$ cat src/rtl/decode_execute_latch.sv
// Decode/execute pipeline latch with load-use bubble insertion and deferred flush.
// Optional `PERF_CNT_EN adds a saturating load-use bubble counter output.

package cpu_types_pkg;

  typedef enum logic [5:0] {
    RTYPE  = 6'b000000,
    REGIMM = 6'b000001,
    J      = 6'b000010,
    JAL    = 6'b000011,
    BEQ    = 6'b000100,
    BNE    = 6'b000101,
    BLEZ   = 6'b000110,
    BGTZ   = 6'b000111,
    ADDI   = 6'b001000,
    ADDIU  = 6'b001001,
    SLTI   = 6'b001010,
    SLTIU  = 6'b001011,
    ANDI   = 6'b001100,
    ORI    = 6'b001101,
    XORI   = 6'b001110,
    LUI    = 6'b001111,
    LB     = 6'b100000,
    LH     = 6'b100001,
    LW     = 6'b100011,
    LBU    = 6'b100100,
    LHU    = 6'b100101,
    SB     = 6'b101000,
    SH     = 6'b101001,
    SW     = 6'b101011,
    LL     = 6'b110000,
    SC     = 6'b111000
  } opcode_t;

endpackage

module decode_execute_latch
  import cpu_types_pkg::*;
(
  input  logic        CLK,
  input  logic        RST,
  input  logic        ihit,
  input  logic        mem_busy,
  input  logic        flush,
  input  logic [31:0] fdInst,
  input  logic [31:0] fdPC,
  input  logic [31:0] rdat1,
  input  logic [31:0] rdat2,
  output logic [31:0] DEIFInst,
  output logic [31:0] DEIF_rdat1,
  output logic [31:0] DEIF_rdat2,
  output logic [31:0] DEIF_pc,
  output logic        DEIF_valid,
`ifdef PERF_CNT_EN
  output logic [15:0] bubble_cnt,
`endif
  output logic        fd_stall
);

  typedef enum logic {StRun, StBubble} state_e;

  state_e      state_q;
  logic [31:0] inst_q;
  logic [31:0] rdat1_q;
  logic [31:0] rdat2_q;
  logic [31:0] pc_q;
  logic        valid_q;
  logic        pend_flush_q;

  opcode_t     deif_op;
  logic [4:0]  deif_rt;
  logic        is_load;
  logic        load_use;
  logic        flush_eff;

  assign deif_op = opcode_t'(inst_q[31:26]);
  assign deif_rt = inst_q[20:16];

  always_comb begin
    is_load = 1'b0;
    case (deif_op)
      LW, LL:  is_load = 1'b1;
      default: is_load = 1'b0;
    endcase
  end

  // In StBubble the latch always holds a NOP, so gating on StRun only restates
  // that a single load can never produce a second consecutive bubble.
  always_comb begin
    load_use = (state_q == StRun) && valid_q && is_load && (deif_rt != 5'd0) &&
               ((deif_rt == fdInst[25:21]) || (deif_rt == fdInst[20:16]));
  end

  assign flush_eff = flush | pend_flush_q;
  assign fd_stall  = mem_busy | (load_use & ~flush_eff);

  always_ff @(posedge CLK) begin
    if (RST) begin
      state_q      <= StRun;
      inst_q       <= '0;
      rdat1_q      <= '0;
      rdat2_q      <= '0;
      pc_q         <= '0;
      valid_q      <= 1'b0;
      pend_flush_q <= 1'b0;
    end else if (mem_busy) begin
      // Whole pipeline holds; remember a flush that arrived while frozen.
      if (flush) pend_flush_q <= 1'b1;
    end else if (flush_eff) begin
      state_q      <= StRun;
      inst_q       <= '0;
      rdat1_q      <= '0;
      rdat2_q      <= '0;
      pc_q         <= '0;
      valid_q      <= 1'b0;
      pend_flush_q <= 1'b0;
    end else if (load_use) begin
      state_q <= StBubble;
      inst_q  <= '0;
      rdat1_q <= '0;
      rdat2_q <= '0;
      pc_q    <= '0;
      valid_q <= 1'b0;
    end else if (ihit) begin
      state_q <= StRun;
      inst_q  <= fdInst;
      rdat1_q <= rdat1;
      rdat2_q <= rdat2;
      pc_q    <= fdPC;
      valid_q <= 1'b1;
    end else begin
      state_q <= StRun;
      inst_q  <= '0;
      rdat1_q <= '0;
      rdat2_q <= '0;
      pc_q    <= '0;
      valid_q <= 1'b0;
    end
  end

`ifdef PERF_CNT_EN
  logic [15:0] bubble_cnt_q;

  always_ff @(posedge CLK) begin
    if (RST) begin
      bubble_cnt_q <= '0;
    end else if (!mem_busy && !flush_eff && load_use && (bubble_cnt_q != 16'hFFFF)) begin
      bubble_cnt_q <= bubble_cnt_q + 16'd1;
    end
  end

  assign bubble_cnt = bubble_cnt_q;
`endif

  assign DEIFInst   = inst_q;
  assign DEIF_rdat1 = rdat1_q;
  assign DEIF_rdat2 = rdat2_q;
  assign DEIF_pc    = pc_q;
  assign DEIF_valid = valid_q;

endmodule

$ cat config.mk
export PLATFORM = sky130hd
export DESIGN_NAME = decode_execute_latch
export DESIGN_NICKNAME = d
export VERILOG_FILES = /design/src/rtl/decode_execute_latch.sv
export SDC_FILE = /design/constraint.sdc
export NUM_CORES = 1
export LEC_CHECK = 0
export BUFFER_PORTS_ARGS = -buffer_cell sky130_fd_sc_hd__clkbuf_2
export CAP_MARGIN = 20
export CORE_UTILIZATION = 30
export CTS_CLUSTER_SIZE = 40
export DETAILED_ROUTE_END_ITERATION = 7
export PLACE_DENSITY_LB_ADDON = 0.25
export SYNTH_ARGS = -nofsm -noshare
export SYNTH_HDL_FRONTEND = slang
export SYNTH_SLANG_ARGS = --single-unit
$ cat constraint.sdc
create_clock -name CLK -period 2.3 [get_ports CLK]
set_clock_uncertainty 0.1 [all_clocks]
set_input_delay 0.46 -clock CLK [delete_from_list [all_inputs] [get_ports CLK]]
set_output_delay 0.46 -clock CLK [all_outputs]
set_load 0.1 [all_outputs]
# Word-level counts from Yosys, hierarchy flattened
# Index checks and enable logic that the tools add are counted.
[word_totals]
reg_bits = 131
inputBits = 133
out_inout_bits = 130
wordCells = 47
[classes]
n_eq_ne = 5
mux = 21
bitwise_logic = 5
n_reduce_logical = 9
[op_table]
columns = ["operator", "count"]
rows = [
  ["$mux W32", 12],
  ["$eq A6 B6 Y1 const B", 2],
  ["$eq A5 B5 Y1", 2],
  ["$mux W1", 9],
  ["$reduce_bool A5 Y1", 1],
  ["$logic_and A1 B1 Y1", 4],
  ["$ne A2 B1 Y1 const B", 1],
  ["$not A1 Y1", 2],
  ["$or A1 B1 Y1", 2],
  ["$reduce_and A2 Y1", 1],
  ["$reduce_bool A2 Y1", 1],
  ["$reduce_or A2 Y1", 1],
  ["$and A1 B1 Y1", 1],
  ["$logic_or A1 B1 Y1", 1],
]

# Logic depth before layout (Yosys ltp)
# Gate-level depths: netlist of the first run.
[depth]
word_depth = 8
mapped_depth = 6
depth_no_buf = 4

# Worst setup path before layout of the first run
# Ideal clock, no wire load.
[synth_path]
kind = "reg2out"
from = "register inst_q[16] (netlist: DEIFInst[16])"
to = "output port fd_stall"
t_arrival_ns = 2.262
t_required_ns = 1.740
setup_slack_ns = -0.522
path_stages_with_launch = 6
path_buffers = 1
cell_sequence = "dfxtp_1 -> xnor2_1 -> nand3_1 -> o22ai_2 -> buf_2 -> a31o_2"
[synth_via]
elab_chain_len = 5
elab_cells_between_ends = 8
classes_between = "eq/ne: 2; bitwise: 2; reduce/logical: 4"
[synth_rtl]
columns = ["item", "line", "text"]
rows = [
  ["start, declared", "63", "logic [31:0] inst_q;"],
  ["start signal, assigned", "126", "inst_q <= fdInst;"],
  ["$eq A5 B5 Y1 or $reduce_bool A5 Y1 (tied branches)", "91, 90", ""],
  ["$logic_or A1 B1 Y1 or $logic_and A1 B1 Y1 (tied branches)", "91, 90", ""],
  ["$logic_and A1 B1 Y1 *", "90", "load_use = (state_q == StRun) && valid_q && is_load && (deif_rt != 5'd0) &&"],
  ["$and A1 B1 Y1 *", "95", "assign fd_stall = mem_busy | (load_use & ~flush_eff);"],
  ["$or A1 B1 Y1 *", "95", ""],
  ["end, declared", "57", "output logic fd_stall"],
]
# Mark *: on every way between the ends. The rest lies on a longest branch, timed or not.

# Worst setup path in the final report of the first run
[layout_path]
from = "register inst_q[20] (netlist: DEIFInst[20])"
to = "output port fd_stall"
# Same word-level chain as after synthesis.

==> flow_summary_export.csv, run 1 <==
group,metric,value,unit
status,status,"completed",
sta,period_minus_slack,2.250,ns
routing,wl_per_cell,16.44,um
cells_and_area,drive_gt1_share,37.03,%
clocking,root_buffer,"clkbuf_16",
routing,vias_per_cell,5.104,
cells_and_area,nNetsFinal,1068,
grt,globalRouteOverflowTotal,0,
critical_path,path_buf_inv,1,
critical_path,arrival,1.69,ns
grt,use_met2,26.88,%
cells_and_area,final_cell_mix,"260 x clkbuf_2, 119 x dfxtp_1, 105 x nand2_1",
grt,antenna_found_initial,0,
synthesis,yosys_warnings,0,
synthesis,synthesis.nets,843,
critical_path,max_stage_delay,0.38,ns
synthesis,synth_cell_types,28,
synthesis,ys_ff_latch,131,
hold_path,hold_path_class,"primary input to register",
grt,top_usage_layer,"met2",
critical_path,crit_required,1.74,ns
critical_path,endpoint_kind,"primary output",
routing,drt_iter0_drc,264,
cells_and_area,utilization,41.71,%
cells_and_area,area_delta_synth_final,35.69,%
critical_path,path_cells,"nor2_1 > and2_4 > nor2_4 > a31o_4 > buf_12",
floorplan,die-height,149.2,um
critical_path,cp_max_fo,5,
clocking,clk_pin_slew,0.07,ns
place,place_congestion,0.7278,
clocking,clk_latency,0.41,ns
synthesis,netlist_instances,710,
cells_and_area,layout_commonest_cell,"clkbuf_2",
sta,worst_hold_slack,0.2353,ns
critical_path,crit_type,"register to primary output",
floorplan,dieArea,22270,um^2
flow_run,drv_cap,0,
clocking,tritoncts,"yes",
grt,grt_util_met3,5.505,%
grt,grt_usage,17.61,%
sta,rsz0062_at_grt,"true",
floorplan,die_w,149.2,um
pwr,ir_drop,0.3920,mV
grt,grt_pass1_wl,31400,um
routing,vias,6242,
clocking,cts_buffers,17,
routing,finalWirelength,20100,um
synthesis,ys_seq_area_share,40.33,%
sta,hold_violations,0,
sta,max_freq,444.4,MHz
sta,relSlewSlack,57.52,%
critical_path,cpLargestDelayFamily,"simple AND/OR/NAND/NOR gates",
floorplan,row_count,53,
sta,setup-tns-final,0,ns
pwr,power_density,746.0,nW/um^2
sta,timing.final.crit_share,97.84,%
critical_path,crit_path_top_delay_cell,"dfxtp_4",
grt,grt_pass1_vias,5968,
sta,setup_viol,0,
critical_path,critPathLaunchType,"register",
cells_and_area,nFillCells,2207,
routing,drt-pass1-iter-count,5,
pwr,p_leak,3.732,nW
synthesis,avgSynthCellArea,9.158,um^2
floorplan,initial_utilization,30.74,%
routing,drtAntennaViolNets,0,
floorplan,core_area,21150,um^2
clocking,hold_buffers,0,
clocking,clkSinkCount,131,
clocking,clk_path_buf_depth,2,
synthesis,syn_area,6502,um^2
sta,finalMaxSlewViolations,0,
clocking,htree_levels,4,
place,dp_hpwl,12310,um
cells_and_area,num_antenna_cells,0,
routing,remaining_drc_errors,0,
floorplan,ios,263,
grt,grt_util_met1,23.68,%
place,numPortBuffers,262,
grt,grt_max_degree,103,
sta,max_slew.worst_pin.slew,0.6352,ns
-- cell usage after synthesis --
master	count	area, um^2
buf_6	2	22.52
a221oi_2	1	15.01
a21o_1	102	765.7
nor2_1	6	22.52
nor3_1	2	10.01
nand3_1	2	10.01
and2_1	1	6.260
clkbuf_1	32	120.1
nor3_4	1	16.27
a221oi_1	26	227.7
a41o_1	1	10.01
o2111a_1	1	11.26
o2111ai_2	1	15.01
nor4b_4	1	23.77
nand2_1	106	397.9
nor3b_2	1	12.51
mux2i_1	27	270.3
xnor2_1	10	87.58
o22ai_2	1	12.51
nor2b_1	1	6.260
buf_2	36	180.2
o211ai_1	102	765.7
dfxtp_1	131	2623
nand3b_1	102	765.7
nand2b_1	2	12.51
and3b_1	1	8.760
buf_4	10	75.07
a31o_2	1	8.760
-- routing by layer --
metal / wire length [um] / part of all wire, %
met1: 9309 / 46
met2: 9219 / 46
met3: 1398 / 7.0
met4: 174 / 0.87
met5: 0 / 0
-- worst reg2reg max path: stages (launching register included) --
cell	delay (ns)
dfxtp_2	0.35
nor3b_4	0.25
o2111ai_4	0.17
buf_4	0.19
nor3_4	0.56
a221oi_1	0.16
-- cell families (layout without fill, tap and decap cells) --
| family | Yosys count | count (layout) | share of synthesized area, % |
|---|---|---|---|
| xor+xnor | 10 | 10 | 1.347 |
| buf+inv | 80 | 317 | 6.119 |
| compound gates | 236 | 236 | 28.17 |
| flops | 131 | 131 | 40.33 |
| mux | 27 | 27 | 4.156 |
| simple gates | 226 | 227 | 19.88 |
-- path summary, 6_finish.rpt --
| check | depth (start not counted) | slack [ns] | start | end |
|---|---|---|---|---|
| setup / recovery | 5 | 0.05 | DEIFInst[20]$_SDFFE_PP0N_ | fd_stall |
| hold / removal | 3 | 0.24 | fdPC[0] | DEIF_pc[0]$_SDFFE_PP0N_ |
| setup reg to reg | 5 | 0.36 | DEIFInst[26]$_SDFFE_PP0N_ | DEIFInst[17]$_SDFFE_PP0N_ |
| hold reg to reg | 2 | 0.37 | DEIF_rdat2[5]$_SDFFE_PP0N_ | DEIF_rdat2[5]$_SDFFE_PP0N_ |
-- where the power goes --
group	switching, mW	leakage [nW]	internal [mW]
Combinational	1.19	2.40	0.370
Sequential	0.0675	1.07	2.38
Clock	1.10	0.262	1.48
-- what timing repair did --
item	in CTS	in global routing
endpoints found under the setup margin	1	27
setup buffers	1	4
gates resized for setup	6	11
pin swaps	2	5
gates cloned	0	1
-- final cells by class --
| cell class | count | area (um^2) | area share, % |
|---|---|---|---|
| multi-input combinational | 500 | 3632 | 41.17 |
| clock inverter | 12 | 96.34 | 1.092 |
| tap | 275 | 344.1 | 3.900 |
| timing repair buffer | 285 | 1639 | 18.58 |
| clock buffer | 20 | 466.7 | 5.289 |
| sequential | 131 | 2645 | 29.98 |
-- sequential cells by signal (all words and copies together), names as in the netlist --
name	cells
DEIF_rdat1	32
DEIF_pc	32
DEIF_rdat2	32
pend_flush_q	1
DEIFInst	32
state_q	1
DEIF_valid	1
-- per-stage QoR --
| step | std cells | setup WS [ns] | power [mW] | instance area, um^2 |
|---|---|---|---|---|
| global route | 1223 | 0.001831 | 6.874 | 8823 |
| CTS | 1218 | 0.01521 | 6.657 | 8716 |
| finish | 1223 | 0.04975 | 6.582 | 8823 |
| global placement | 1185 | 0.07928 | 4.022 | 8113 |
| detailed placement | 1185 | 0.08198 | 4.025 | 8113 |
| floorplan | 710 | 0.03534 | 3.633 | 6534 |
Power figures use the tool's default switching activity.
==> inputs of run 2 (changes only) <==
==> constraint.sdc (replaced) <==
create_clock -name CLK -period 2.3 [get_ports CLK]
set_clock_uncertainty 0.1 [all_clocks]
set_input_delay 0.115 -clock CLK [delete_from_list [all_inputs] [get_ports CLK]]
set_output_delay 0.115 -clock CLK [all_outputs]
set_load 0.1 [all_outputs]
==> flow_summary_export.csv, run 2 (synthesized netlist as in run 1, its figures left out) <==
group,metric,value,unit
critical_path,worstRegToRegCells,5,
place,place_congestion,0.7571,
sta,relSlewSlack,52.26,%
critical_path,max_stage_delay,0.34,ns
clocking,tritoncts,"yes",
critical_path,endpoint_kind,"primary output",
critical_path,critPathLaunchType,"register",
sta,rsz0062_at_grt,"false",
grt,grt_pass1_wl,34730,um
critical_path,r2r_end,"DEIF_rdat2[15]$_SDFFE_PP0N_",
sta,setup-tns-final,0,ns
sta,max_freq,464.9,MHz
sta,period_minus_slack,2.151,ns
routing,remaining_drc_errors,0,
place,dp.cells,1183,
clocking,clk_path_buf_depth,2,
grt,top_usage_layer,"met2",
floorplan,ios,263,
grt,grt_max_degree,75,
pwr,p_leak,4.212,nW
critical_path,r2r-start,"DEIFInst[18]$_SDFFE_PP0N_",
routing,drtAntennaViolNets,0,
routing,drt_iter0_drc,252,
clocking,postCtsSetupBuffers,0,
pwr,power_density,695.4,nW/um^2
hold_path,min_path_cells,3,
sta,max_slew.worst_pin.slew,0.7161,ns
floorplan,row_count,53,
floorplan,die-height,149.2,um
floorplan,core_area,21150,um^2
hold_path,min_to,"DEIFInst[10]$_SDFFE_PP0N_",
sta,worst_slack,0.1492,ns
clocking,clk_pin_slew,0.07,ns
critical_path,path_buf_inv,1,
sta,setup_viol,0,
routing,drt-pass1-iter-count,7,
place,numPortBuffers,262,
floorplan,initial_utilization,30.74,%
critical_path,arrival,1.94,ns
cells_and_area,nNetsFinal,1191,
clocking,cts_buffers,17,
critical_path,crit_required,2.09,ns
flow_run,drv_cap,0,
hold_path,hold_path_class,"primary input to register",
floorplan,die_w,149.2,um
clocking,clk_latency,0.42,ns
cells_and_area,area_delta_synth_final,52.99,%
grt,use_met2,32.47,%
grt,antenna_found_initial,0,
sta,finalMaxSlewViolations,0,
place,dp_hpwl,12930,um
routing,finalWirelength,21810,um
critical_path,cpLargestDelayFamily,"simple AND/OR/NAND/NOR gates",
pwr,ir_drop,0.3766,mV
cells_and_area,layout_commonest_cell,"clkbuf_2",
critical_path,crit_type,"register to primary output",
critical_path,cp_max_fo,2,
grt,grt_pass1_vias,6814,
sta,timing.final.crit_share,93.51,%
grt,grt_usage,19.55,%
clocking,root_buffer,"clkbuf_16",
cells_and_area,final_cell_mix,"260 x clkbuf_2, 131 x dlygate4sd3_1, 123 x dfxtp_1",
floorplan,dieArea,22270,um^2
place,pre_cts_ws,0.4847,ns
sta,hold_violations,0,
clocking,clkSinkCount,131,
routing,vias,6785,
critical_path,crit_path_top_delay_cell,"nor3_1",
cells_and_area,num_antenna_cells,0,
grt,grt_util_met1,24.73,%
routing,vias_per_cell,5.041,
grt,grt_util_met3,4.648,%
clocking,htree_levels,4,
status,status,"completed",
grt,globalRouteOverflowTotal,0,
cells_and_area,finalNonFillerCells,1346,
critical_path,path_cells,"nor3_1 > o2111ai_2 > nor2_1 > a31o_2 > buf_12",
critical_path,r2r_slack,0.46,ns
cells_and_area,drive_gt1_share,30.72,%
routing,wl_per_cell,16.21,um
hold_path,holdCritStartpoint,"mem_busy",
## run 2: cell count changes in the layout (fill, tap and decap cells not counted), moves of 4 or more
cell / before / now
buf_4: 13 / 9
dfxtp_1: 119 / 123
xnor2_1: 5 / 10
xnor2_2: 5 / 0
dlygate4sd3_1: 0 / 131
## run 2: timing repair
action                                 4_1_cts  5_1_grt
setup endpoints to repair                    0        1
endpoints found under the hold margin      130        0
hold buffers                               131        0
gates resized for setup                      0        1
## run 2: metrics by stage
stage	total power [mW]	hold WS (ns)	cell area, um^2	utilization (%)
floorplan	3.633	0.1776	6513	-
global placement	4.007	0.3160	8039	38.00
detailed placement	4.006	0.3202	8039	38.00
CTS	7.010	0.06123	9943	47.00
global route	7.186	0.1014	9948	47.03
finish	6.918	0.08805	9948	47.03
## run 2: worst reg2reg max path: stages, from the launching register on
cell	delay (ns)
dfxtp_2	0.40
xnor2_1	0.14
nand3_1	0.13
o22ai_4	0.34
buf_4	0.40
o211ai_1	0.20
## run 2: area by class of cell
| type | instances | area (um^2) |
|---|---|---|
| clock buffer | 18 | 439.2 |
| multi-input combinational | 499 | 3518 |
| sequential | 131 | 2633 |
| tap | 275 | 344.1 |
| timing repair buffer | 409 | 2860 |
| fill | 2041 | 11210 |
| clock inverter | 14 | 153.9 |
## run 2: power breakdown
part / switching, mW / leakage [nW] / total [mW] / internal (mW)
clock: 1.14 / 0.284 / 2.78 / 1.64
combinational: 1.22 / 2.86 / 1.69 / 0.474
sequential: 0.0650 / 1.07 / 2.44 / 2.38
## run 2: layer usage
layer / vias up / wire length, um / share of wire [%]
met5: - / 0 / 0
met4: 0 / 318 / 1.5
met3: 25 / 1264 / 5.8
met2: 224 / 10190 / 47
met1: 3199 / 10050 / 46
li1: 3337 / - / -
## run 2: worst max path at each step
stage	from	endpoint	slack [ns]	cells past startpoint
after floorplan	DEIFInst[31]$_SDFFE_PP0N_	fd_stall	0.08	3
after global placement	DEIFInst[16]$_SDFFE_PP0N_	DEIFInst[20]$_SDFFE_PP0N_	0.50	5
after detailed placement	DEIFInst[16]$_SDFFE_PP0N_	DEIFInst[15]$_SDFFE_PP0N_	0.48	5
after CTS	DEIFInst[16]$_SDFFE_PP0N_	fd_stall	0.03	5
after global routing	state_q$_SDFFE_PP0N_	fd_stall	0.03	5
final	state_q$_SDFFE_PP0N_	fd_stall	0.15	5
==> inputs of run 3 (changes only) <==
--- a/config.mk
+++ b/config.mk
@@ -7,7 +7,7 @@
 export LEC_CHECK = 0
 export BUFFER_PORTS_ARGS = -buffer_cell sky130_fd_sc_hd__clkbuf_2
 export CAP_MARGIN = 20
-export CORE_UTILIZATION = 30
+export CORE_UTILIZATION = 39
 export CTS_CLUSTER_SIZE = 40
 export DETAILED_ROUTE_END_ITERATION = 7
 export PLACE_DENSITY_LB_ADDON = 0.25
==> constraint.sdc (replaced) <==
create_clock -name CLK -period 1.8 [get_ports CLK]
set_clock_uncertainty 0.1 [all_clocks]
set_input_delay 0.09 -clock CLK [delete_from_list [all_inputs] [get_ports CLK]]
set_output_delay 0.09 -clock CLK [all_outputs]
set_load 0.1 [all_outputs]
==> flow_summary_export.csv, run 3 (synthesized netlist as in run 1, its figures left out) <==
group,metric,value,unit
clocking,htree_levels,4,
critical_path,cp_max_fo,4,
routing,remaining_drc_errors,0,
status,violations,"negative setup slack",
floorplan,initial_utilization,40.49,%
routing,wl_per_cell,17.50,um
critical_path,crit_required,1.61,ns
floorplan,die-height,131.1,um
routing,vias_per_cell,5.353,
sta,max_freq,510.9,MHz
clocking,root_buffer,"clkbuf_16",
place,numPortBuffers,262,
cells_and_area,finalNonFillerCells,1332,
cells_and_area,layout_commonest_cell,"clkbuf_2",
floorplan,die_w,131.1,um
floorplan,dieArea,17190,um^2
cells_and_area,area_delta_synth_final,65.27,%
pwr,power_frac_clock,39.7,%
pwr,p_leak,4.605,nW
sta,relSlewSlack,61.54,%
pwr,p_switching,3.092,mW
critical_path,crit_path_top_delay_cell,"dfxtp_4",
status,status,"finished with violations",
pwr,pwr-share-seq,34.5,%
critical_path,crit_type,"register to primary output",
critical_path,path_cells,"buf_4 > xnor2_2 > nand2_2 > o22ai_4 > buf_6 > a31o_4 > buf_12",
grt,top_usage_layer,"met2",
cells_and_area,multi_input_area,3742,um^2
sta,period_minus_slack,1.957,ns
clocking,cts_buffers,17,
routing,drt-pass1-iter-count,5,
routing,finalWirelength,23310,um
place,dp.cells,1147,
clocking,clkSinkCount,131,
cells_and_area,final_cell_mix,"259 x clkbuf_2, 129 x dlygate4sd3_1, 119 x dfxtp_1",
routing,vias,7130,
grt,antenna_found_initial,0,
cells_and_area,num_antenna_cells,0,
routing,drt_iter0_drc,334,
grt,grt_max_degree,134,
grt,globalRouteOverflowTotal,0,
floorplan,row_count,46,
pwr,p_int,5.934,mW
place,place_congestion,0.7646,
pwr,pwr-share-comb,25.8,%
sta,finalMaxSlewViolations,0,
floorplan,core_area,16060,um^2
pwr,ir_drop,0.6329,mV
sta,setup_viol,3,
cells_and_area,nNetsFinal,1236,
grt,use_met2,41.40,%
sta,worst_slack,-0.1572,ns
pwr,switching_share,34.25,%
clocking,clk_path_buf_depth,2,
cells_and_area,utilization,66.92,%
cells_and_area,drive_gt1_share,36.11,%
sta,timing.final.crit_share,108.7,%
flow_run,drv_cap,0,
critical_path,critPathLaunchType,"register",
grt,grt_pass1_vias,6943,
place,dp_hpwl,11950,um
cells_and_area,regArea,2658,um^2
clocking,tritoncts,"yes",
cells_and_area,nFillCells,1243,
clocking,clk_pin_slew,0.06,ns
grt,grt_util_met1,30.13,%
pwr,power_density,839.9,nW/um^2
critical_path,endpoint_kind,"primary output",
critical_path,max_stage_delay,0.33,ns
grt,grt_usage,24.74,%
grt,grt_util_met3,6.211,%
sta,max_slew.worst_pin.slew,0.5794,ns
clocking,clk_latency,0.42,ns
floorplan,ios,263,
sta,hold_violations,0,
hold_path,hold_path_class,"primary input to register",
grt,grt_pass1_wl,34890,um
critical_path,arrival,1.77,ns
routing,drtAntennaViolNets,0,
sta,rsz0062_at_grt,"true",
## run 3: metrics by stage
step | power (mW) | area [um^2] | TNS, ns | hold WS [ns] | setup slack (ns)
floorplan | 4.639 | 6551 | 0 | 0.1615 | 0.002606
global placement | 5.160 | 8227 | -7.830 | 0.2908 | -0.2975
detailed placement | 5.166 | 8227 | -8.829 | 0.3003 | -0.3460
CTS | 8.995 | 10300 | -0.1762 | 0.1753 | -0.1762
global route | 9.320 | 10750 | -1.843 | 0.1919 | -0.2321
finish | 9.026 | 10750 | -0.2139 | 0.1757 | -0.1572
## run 3: worst max-delay path: cells and delay by family, from the launching register on
kind / cells / cell delay (ns)
and+or+nand+nor: 1 / 0.09
xor gates and xnor gates: 1 / 0.14
AOI/OAI and AO/OA: 2 / 0.33
buffers and inverters: 3 / 0.46
DFF: 1 / 0.33
## run 3: routing by layer
layer / share of wire, % / up-vias
met1: 43 / 3360
li1: - / 3439
met4: 2.9 / 0
met5: 0 / -
met2: 49 / 279
met3: 5.8 / 52
## run 3: path summary, 6_finish.rpt
path	from	slack (ns)	cells past startpoint	to
setup / recovery	DEIFInst[19]$_SDFFE_PP0N_	-0.16	7	fd_stall
hold / removal	RST	0.18	3	state_q$_SDFFE_PP0N_
hold reg to reg	DEIF_rdat2[16]$_SDFFE_PP0N_	0.37	2	DEIF_rdat2[16]$_SDFFE_PP0N_
setup reg to reg	DEIFInst[29]$_SDFFE_PP0N_	-0.05	7	DEIF_pc[28]$_SDFFE_PP0N_
## run 3: final cells by class
type,instances,area share [%]
well taps,216,2.515
repair buffers,453,32.29
clock inverters,15,1.688
flip-flops and latches,131,24.73
multi-input cells,500,34.82
clock buffers,17,3.959
## run 3: power groups by stage
| stage | Combinational [mW] | Sequential [mW] | Clock, mW |
|---|---|---|---|
| 2_1_floorplan | 0.515 | 4.12 | 0 |
| 3_3_place_gp | 2.00 | 3.16 | 0 |
| 3_5_place_dp | 2.00 | 3.16 | 0 |
| 4_1_cts | 2.26 | 3.11 | 3.63 |
| 5_1_grt | 2.42 | 3.12 | 3.77 |
| 6_report | 2.33 | 3.11 | 3.59 |
## run 3: what timing repair did
action / 4_1_cts / 5_1_grt
endpoints found under the setup margin: 28 / 103
cloned: 1 / 11
buffers inserted: 7 / 5
resized for setup: 17 / 36
pin swaps: 14 / 72
hold endpoints to repair: 130 / 0
hold buffers: 130 / 0
